[src/rtl/alu_pkg.sv]
// Shared ALU function codes and the arbiter FSM state encoding.
package alu_pkg;

  localparam logic [3:0] FUNC_ADD   = 4'd0;
  localparam logic [3:0] FUNC_SUB   = 4'd1;
  localparam logic [3:0] FUNC_AND   = 4'd2;
  localparam logic [3:0] FUNC_OR    = 4'd3;
  localparam logic [3:0] FUNC_XOR   = 4'd4;
  localparam logic [3:0] FUNC_NOT   = 4'd5;
  localparam logic [3:0] FUNC_SLL   = 4'd6;
  localparam logic [3:0] FUNC_SRL   = 4'd7;
  localparam logic [3:0] FUNC_SRA   = 4'd8;
  localparam logic [3:0] FUNC_ID    = 4'd9;
  localparam logic [3:0] FUNC_INC   = 4'd10;
  localparam logic [3:0] FUNC_DEC   = 4'd11;
  localparam logic [3:0] FUNC_NEG   = 4'd12;
  localparam logic [3:0] FUNC_SLT   = 4'd13;
  localparam logic [3:0] FUNC_PASSB = 4'd14;
  localparam logic [3:0] FUNC_ZERO  = 4'd15;

  typedef enum logic [1:0] {
    ST_IDLE = 2'd0,
    ST_EXEC = 2'd1,
    ST_RESP = 2'd2
  } arb_state_e;

endpackage

[src/rtl/rr_picker.sv]
// Combinational round-robin picker: first valid bit at or after ptr_i, wrapping.
module rr_picker #(
  parameter int unsigned NUM_REQ = 4,
  parameter int unsigned IdxW    = $clog2(NUM_REQ)
) (
  input  logic [NUM_REQ-1:0] valid_i,
  input  logic [IdxW-1:0]    ptr_i,
  output logic [NUM_REQ-1:0] grant_o,
  output logic [IdxW-1:0]    idx_o
);

  logic        found;
  int unsigned j;

  // Scan from the pointer upwards; the first hit wins.
  always_comb begin
    grant_o = '0;
    idx_o   = '0;
    found   = 1'b0;
    j       = 0;
    for (int unsigned i = 0; i < NUM_REQ; i++) begin
      j = 32'(ptr_i) + i;
      if (j >= NUM_REQ) j = j - NUM_REQ;
      if (!found && valid_i[j[IdxW-1:0]]) begin
        found                = 1'b1;
        grant_o[j[IdxW-1:0]] = 1'b1;
        idx_o                = j[IdxW-1:0];
      end
    end
  end

endmodule

[src/rtl/alu_arbiter.sv]
// Round-robin arbiter sharing one combinational ALU among NUM_REQ requesters.
// One operation per three cycles: grant (IDLE), execute (EXEC), respond (RESP).
module alu_arbiter
  import alu_pkg::*;
#(
  parameter int unsigned DATA_WIDTH = 16,
  parameter int unsigned NUM_REQ    = 4,
  parameter int unsigned CNT_WIDTH  = 16
) (
  input  logic                            clk,
  input  logic                            reset_n,
  input  logic [NUM_REQ-1:0]              req_valid,
  output logic [NUM_REQ-1:0]              req_ready,
  input  logic [NUM_REQ*DATA_WIDTH-1:0]   req_a,
  input  logic [NUM_REQ*DATA_WIDTH-1:0]   req_b,
  input  logic [NUM_REQ*4-1:0]            req_func,
  output logic [DATA_WIDTH-1:0]           alu_a,
  output logic [DATA_WIDTH-1:0]           alu_b,
  output logic [3:0]                      alu_func,
  input  logic [DATA_WIDTH-1:0]           alu_c,
  input  logic                            alu_ovf,
  output logic [NUM_REQ-1:0]              rsp_valid,
  output logic [DATA_WIDTH-1:0]           rsp_data,
  output logic                            rsp_ovf,
  output logic                            busy,
  output logic [CNT_WIDTH-1:0]            op_count
);

  localparam int unsigned IdxW = $clog2(NUM_REQ);

  arb_state_e            state_q, state_d;
  logic [IdxW-1:0]       ptr_q, ptr_d;
  logic [IdxW-1:0]       gnt_q, gnt_d;
  logic [DATA_WIDTH-1:0] a_q, a_d, b_q, b_d;
  logic [3:0]            func_q, func_d;
  logic [NUM_REQ-1:0]    rsp_valid_q, rsp_valid_d;
  logic [DATA_WIDTH-1:0] rsp_data_q, rsp_data_d;
  logic                  rsp_ovf_q, rsp_ovf_d;
  logic [CNT_WIDTH-1:0]  cnt_q, cnt_d;

  logic [NUM_REQ-1:0]    pick_gnt;
  logic [IdxW-1:0]       pick_idx;

  rr_picker #(
    .NUM_REQ (NUM_REQ),
    .IdxW    (IdxW)
  ) u_picker (
    .valid_i (req_valid),
    .ptr_i   (ptr_q),
    .grant_o (pick_gnt),
    .idx_o   (pick_idx)
  );

  // ALU inputs come straight from the operand registers so they never glitch.
  assign alu_a     = a_q;
  assign alu_b     = b_q;
  assign alu_func  = func_q;
  assign rsp_valid = rsp_valid_q;
  assign rsp_data  = rsp_data_q;
  assign rsp_ovf   = rsp_ovf_q;
  assign op_count  = cnt_q;
  assign busy      = (state_q != ST_IDLE);

  // Next-state, datapath capture and the combinational grant.
  always_comb begin
    state_d     = state_q;
    ptr_d       = ptr_q;
    gnt_d       = gnt_q;
    a_d         = a_q;
    b_d         = b_q;
    func_d      = func_q;
    rsp_valid_d = '0;
    rsp_data_d  = rsp_data_q;
    rsp_ovf_d   = rsp_ovf_q;
    cnt_d       = cnt_q;
    req_ready   = '0;
    unique case (state_q)
      ST_IDLE: begin
        if (|req_valid) begin
          req_ready = pick_gnt;
          a_d       = req_a[32'(pick_idx) * DATA_WIDTH +: DATA_WIDTH];
          b_d       = req_b[32'(pick_idx) * DATA_WIDTH +: DATA_WIDTH];
          func_d    = req_func[32'(pick_idx) * 4 +: 4];
          gnt_d     = pick_idx;
          state_d   = ST_EXEC;
        end
      end
      ST_EXEC: begin
        rsp_data_d  = alu_c;
        rsp_ovf_d   = alu_ovf;
        rsp_valid_d = NUM_REQ'(1) << gnt_q;
        cnt_d       = cnt_q + CNT_WIDTH'(1);
        ptr_d       = (gnt_q == IdxW'(NUM_REQ - 1)) ? '0 : gnt_q + IdxW'(1);
        state_d     = ST_RESP;
      end
      ST_RESP: begin
        state_d = ST_IDLE;
      end
      default: begin
        state_d = ST_IDLE;
      end
    endcase
  end

  // State and datapath registers; reset discards any in-flight operation.
  always_ff @(posedge clk or negedge reset_n) begin
    if (!reset_n) begin
      state_q     <= ST_IDLE;
      ptr_q       <= '0;
      gnt_q       <= '0;
      a_q         <= '0;
      b_q         <= '0;
      func_q      <= '0;
      rsp_valid_q <= '0;
      rsp_data_q  <= '0;
      rsp_ovf_q   <= 1'b0;
      cnt_q       <= '0;
    end else begin
      state_q     <= state_d;
      ptr_q       <= ptr_d;
      gnt_q       <= gnt_d;
      a_q         <= a_d;
      b_q         <= b_d;
      func_q      <= func_d;
      rsp_valid_q <= rsp_valid_d;
      rsp_data_q  <= rsp_data_d;
      rsp_ovf_q   <= rsp_ovf_d;
      cnt_q       <= cnt_d;
    end
  end

endmodule

[config.mk]
export PLATFORM = sky130hd
export DESIGN_NAME = alu_arbiter
export DESIGN_NICKNAME = d
export VERILOG_FILES = /design/src/rtl/alu_pkg.sv /design/src/rtl/rr_picker.sv /design/src/rtl/alu_arbiter.sv
export SDC_FILE = /design/constraint.sdc
export NUM_CORES = 1
export LEC_CHECK = 0
export ABC_CLOCK_PERIOD_IN_PS = 5900
export CAP_MARGIN = 20
export CORE_MARGIN = 8
export CORE_UTILIZATION = 46
export CTS_BUF_LIST = sky130_fd_sc_hd__clkbuf_4 sky130_fd_sc_hd__clkbuf_8
export DETAILED_ROUTE_END_ITERATION = 8
export GPL_TIMING_DRIVEN = 0
export PLACE_DENSITY = 0.86
export SLEW_MARGIN = 25
export SYNTH_ARGS = -nofsm -noshare
export SYNTH_HDL_FRONTEND = slang
export SYNTH_SLANG_ARGS = --single-unit
[constraint.sdc]
create_clock -name clk -period 5.9 [get_ports clk]
set_input_delay 0.59 -clock clk [delete_from_list [all_inputs] [get_ports clk]]
set_output_delay 0.59 -clock clk [all_outputs]
set_load 0.01 [all_outputs]
## Word-level counts from Yosys, hierarchy flattened

Cells that the tools add are included.

- Register bits: 79
- Word-level logic and storage cells: 92

- Add/subtract/negate cells: 9
- Order comparisons: 12
- Equality and inequality tests: 3
- Shift-type cells: 4
- Multiplexer cells: 37
- Bitwise gates (word level): 3
- Reductions and logical operators: 14

Operators with widths:

| kind | count |
|---|---|
| 64-bit by 7-bit indexed part select with 16-bit output | 2 |
| 4-bit 2-to-1 mux | 7 |
| 2-bit 2-to-1 mux | 10 |
| 16-bit by 1-bit adder with 16-bit output (second input constant) | 1 |
| 16-bit by 5-bit indexed part select with 4-bit output | 1 |
| 2-bit by 3-bit < comparator with 1-bit output (second input constant) | 4 |
| 4-bit bitwise OR | 3 |
| 1-bit 2-to-1 mux | 11 |
| 3-bit greater-or-equal comparator (second input constant) | 3 |
| 1-bit binary-select mux with 2-bit select | 4 |
| 1-bit demux with 2-bit select | 4 |
| 2-bit by 1-bit greater-or-equal comparator with 1-bit output (second input constant) | 4 |
| 2-bit by 1-bit subtractor with 2-bit output (second input constant) | 4 |
| 1-bit logical AND | 7 |
| 2-bit by 2-bit adder with 3-bit output (second input constant) | 2 |
| 2-bit case mux with 2 select lines | 1 |
| 4-bit OR reduction | 1 |
| 1-bit by 2-bit << shifter with 4-bit output (first input constant) | 1 |
| 2-bit by 1-bit adder with 3-bit output (second input constant) | 1 |
| 2-bit by 3-bit greater-or-equal comparator with 1-bit output (second input constant) | 1 |
| 1-bit logical NOT | 3 |
| 2-bit by 1-bit adder with 2-bit output (second input constant) | 1 |
| 2-bit by 1-bit == test with 1-bit output (second input constant) | 1 |
| 2-bit == test (second input constant) | 1 |
| 4 further kinds | 4 |

## Logic depth before layout (Yosys ltp)

- Depth after elaboration: 16
- Mapped depth: 12

## Hierarchy

Synthesis repeated with hierarchy kept, for this count alone.

- Cell total of the unflattened synthesis: 354
- Area, all modules: 4630.7 µm²

By module, submodules not included:

| module | times used | cells each | area an instance (µm²) | seq. area each (µm²) |
|---|---|---|---|---|
| alu_arbiter | 1 | 289 | 4141.5 | 1976.9 |
| rr_picker | 1 | 65 | 489.2 | 0.0 |

## Least setup slack after synthesis

OpenSTA, ideal clock, no wires.

- Path type: register to output
- From: register ptr_q[0]
- To: output port req_ready[0]
- Arrival: 2636 ps
- Path slack: 2674 ps
- Cell stages (with the launch flop): 10
- Path buffers: 2
- Cell sequence: dfrtp_1 buf_2 clkinv_1 ha_1 buf_1 mux2i_1 mux2_2 nor4_1 nand2_1 a21oi_1

- Cells in the longest elaborated chain, start to end: 16
- Elaborated cells between the ends (all ways): 61
- Those cells by class: add/sub (7); order compare (12); mux (29); bitwise (3); reduce/logical (10)

RTL lines:

| what | RTL line | RTL |
|---|---|---|
| start: declaration | alu_arbiter.sv:32 | `logic [IdxW-1:0] ptr_q, ptr_d;` |
| start signal: assignment | alu_arbiter.sv:120 | `ptr_q <= ptr_d;` |
| parallel branches: the longest is 13 deep, another holds 2-bit by 1-bit adder with 3-bit output | - |  |
| 4-bit 2-to-1 mux * | rr_picker.sv:24 | `if (!found && valid_i[j[IdxW-1:0]]) begin` |
| 4-bit 2-to-1 mux * | alu_arbiter.sv:79 | `if (\|req_valid) begin` |
| 4-bit 2-to-1 mux * | alu_arbiter.sv:77 | `unique case (state_q)` |
| end: declaration | alu_arbiter.sv:13 | `output logic [NUM_REQ-1:0] req_ready,` |

Every way passes the cells marked *. The select of a mux whose other input is x is not followed.

## Worst setup path after layout

- From: register ptr_q[0]
- To: output port req_ready[2]

Same word-level chain as after synthesis.

==> impl_metrics.tcl <==
set metrics [dict create \
    syn-cell-area_sq_um 5050 \
    crit_arrival_ns 4.17 \
    worstPathMaxFanout 10 \
    path_clk_slew_ns 0.08 \
    synth_edf_count 0 \
    vias_per_cell 5.78 \
    finalCritPeriodShare_pct 80.7 \
    h-tree-depth 3 \
    fmax_ghz 0.210 \
    fin_ws_ns 1.14 \
    status "finished clean" \
    holdBufCountCts 0 \
    fp.dieH_microns 121 \
    irDropWorstVdd_mv 0.264 \
    n_antenna_cell 0 \
    synthArstFlopShare_pct 100 \
    port_buffers 242 \
    cp.required_ns 5.31 \
    yosysUniqueCellTypes 50 \
    ys_seq_area_share_pct 39.1 \
    timing.final.hold_violations 0 \
    grt_pass1_vias 5537 \
    ios 245 \
    detailroute.via_count 5362 \
    path_cells "buf_2 > clkinv_1 > ha_1 > buf_1 > mux2i_1 > mux2_2 > nor4_1 > nand2_1 > a21oi_1 > clkdlybuf4s50_1" \
    clockBufferDepth 2 \
    syn_area_per_cell_sq_um 9.57 \
    overflow 0 \
    worstHoldPathType "in -> async" \
    synth-seq-cells 79 \
    drc 0 \
    fin_area_sq_um 7900 \
    clk_latency_ns 0.34 \
    cts_inserted_buffers 9 \
    drtIter0Drc 381 \
    cts_resized 0 \
    placed_cells 911 \
    clock_skew_ns 0.0107 \
    dp_hpwl_microns 15000 \
    layout_commonest_cell "clkdlybuf4s50_1" \
    endpoint_kind "primary output" \
    worst_pin_slew_ns 0.854 \
    start_kind "flop" \
    die_area_sq_um 14600 \
    grtUsageTotal_pct 25.3 \
    dr.pass1.iters 5 \
    grt_pass1_wl_microns 29300 \
    placed_cell_area_sq_um 7670 \
    fin_crit_ns 4.76 \
    rsz0062_at_grt "false" \
    antenna_found_initial 0 \
    setup_viol 0 \
    coreArea_sq_um 10800 \
    layout_common_cells "241 x clkdlybuf4s50_1, 106 x nand2_1, 79 x dfrtp_1" \
    final_cells 927 \
    relSlewSlack_pct 42.7 \
    wirelength_microns 19100 \
    r2r_start "ptr_q[0]" \
    floorplan.initialDensity_pct 46.8 \
    yosys_most_used_dff "dfrtp_1" \
    final_net_count 962 \
    syn-instance-count 528 \
    drive_gt1_share_pct 9.78 \
    wl_per_cell_microns 20.6 \
    pre_cts_slack_ns 1.62 \
    maxSlewViolCount 0 \
    holdWs_ns 0.201 \
    rr_worst_depth 12 \
    n_fill_cell 799 \
    rr_endpoint "alu_b[15]" \
    rrSetupSlack_ns 1.98 \
    synth_nets 708 \
    cts-root-buf "clkbuf_8" \
    cts_tree "done" \
    powerDensity_nw_per_um2 506 \
    post_cts_buffers 0 \
    place.gp.congestion 0.863 \
    grt_start_max_net_pins 45 \
    max_cap_viol_count 0 \
    max_stage_delay_ns 0.68 \
    areaGrowthSynthToFinish_pct 56.3 \
    row_count 38 \
    cp_slowest_cell "nor4_1" \
    fin_tns_setup_ns 0 \
    yosys_warnings 0 \
    leakagePower_nw 3.10 \
    die_x_microns 121 \
    cts_sinks 79 \
    ant_nets 0 \
    crit_type "reg -> out" \
]
-- cell type report --
type	instances	area [sq um]	area share, %
multi-input combinational	392	2800	35.5
timing repair buffer	243	2440	30.9
sequential	79	1980	25.0
buffer	51	250	3.17
tap	140	175	2.22
clock buffer	10	138	1.74
clock inverter	6	92.6	1.17
inverter	6	22.5	0.285
-- where the power goes --
part / switching (mW) / internal (mW) / total, mW / leakage [nW]
Sequential: 0.154 / 0.783 / 0.938 / 0.954
Combinational: 1.46 / 1.14 / 2.60 / 2.04
Clock: 0.205 / 0.252 / 0.457 / 0.109
Total: 1.82 / 2.18 / 4.00 / 3.10
-- layer usage --
layer	share of wire, %	global-route usage, %
met1	38	28.9
met2	48	42.0
met4	3.4	10.9
met3	11	8.90
met5	0	0
-- through the flow --
step / power (mW) / util [%]
3_5_place_dp: 3.53 / 71.0
2_1_floorplan: 2.47 / -
5_1_grt: 4.27 / 73.2
4_1_cts: 4.00 / 73.2
3_3_place_gp: 3.46 / 70.9
6_report: 4.00 / 73.2
-- Yosys cell counts, types with 3 or more instances --
master | number | area (sq um)
a21oi_1 | 5 | 25.0
xor2_1 | 4 | 35.0
ha_1 | 13 | 163
inv_1 | 4 | 15.0
and2_1 | 4 | 25.0
mux2i_1 | 5 | 50.1
buf_1 | 8 | 30.0
nand3_1 | 5 | 25.0
a221oi_2 | 34 | 510
a221o_1 | 4 | 40.0
mux4_2 | 3 | 67.6
dfrtp_1 | 79 | 1980
buf_6 | 6 | 67.6
xnor2_1 | 11 | 96.3
buf_2 | 8 | 40.0
nor3_1 | 3 | 15.0
clkbuf_1 | 28 | 105
a211oi_1 | 72 | 541
nor2_1 | 43 | 161
nand2_1 | 106 | 398
o21ai_0 | 7 | 35.0
mux2_2 | 4 | 45.0
nor4b_1 | 35 | 307
nand4_1 | 4 | 25.0
-- flip-flops by register name, indices dropped and copies added, names as in the netlist --
register / flops
rsp_valid: 4
ptr_q: 2
alu_func: 4
rsp_ovf: 1
op_count: 16
gnt_q: 2
state_q: 2
rsp_data: 16
alu_b: 16
alu_a: 16
-- critical path: cells and delay by family (launching register included) --
family                     cells  cell delay (ns)
AOI/OAI and AO/OA              1             0.21
adders and majority gates      1             0.41
buffers and inverters          4             1.48
DFF                            1             0.46
muxes                          2             0.47
and+or+nand+nor                2             0.81
-- worst max-delay path by stage --
stage | start | to | slack, ns | depth (start not counted)
2_1_floorplan | ptr_q[0] | req_ready[0] | 2.67 | 9
3_3_place_gp | reset_n | alu_b[15] | 1.45 | 1
3_5_place_dp | ptr_q[0] | req_ready[2] | 1.62 | 10
4_1_cts | ptr_q[0] | req_ready[2] | 1.22 | 10
5_1_grt | ptr_q[0] | req_ready[1] | 0.79 | 10
6_report | ptr_q[0] | req_ready[2] | 1.14 | 10
-- logic make-up (layout without fill, tap and decap cells) --
logic type / Yosys count / count (layout) / share of synthesized area (%)
AND/OR/NAND/NOR: 211 / 211 / 20.4
buffers and inverters: 57 / 316 / 5.40
XOR/XNOR: 15 / 15 / 2.60
multiplexers: 12 / 12 / 3.22
adder cells (fa/ha/maj): 13 / 13 / 3.22
AO/OA/AOI/OAI: 141 / 141 / 26.1
flip-flops: 79 / 79 / 39.1
No activity file was read; power rests on OpenSTA's default activity.
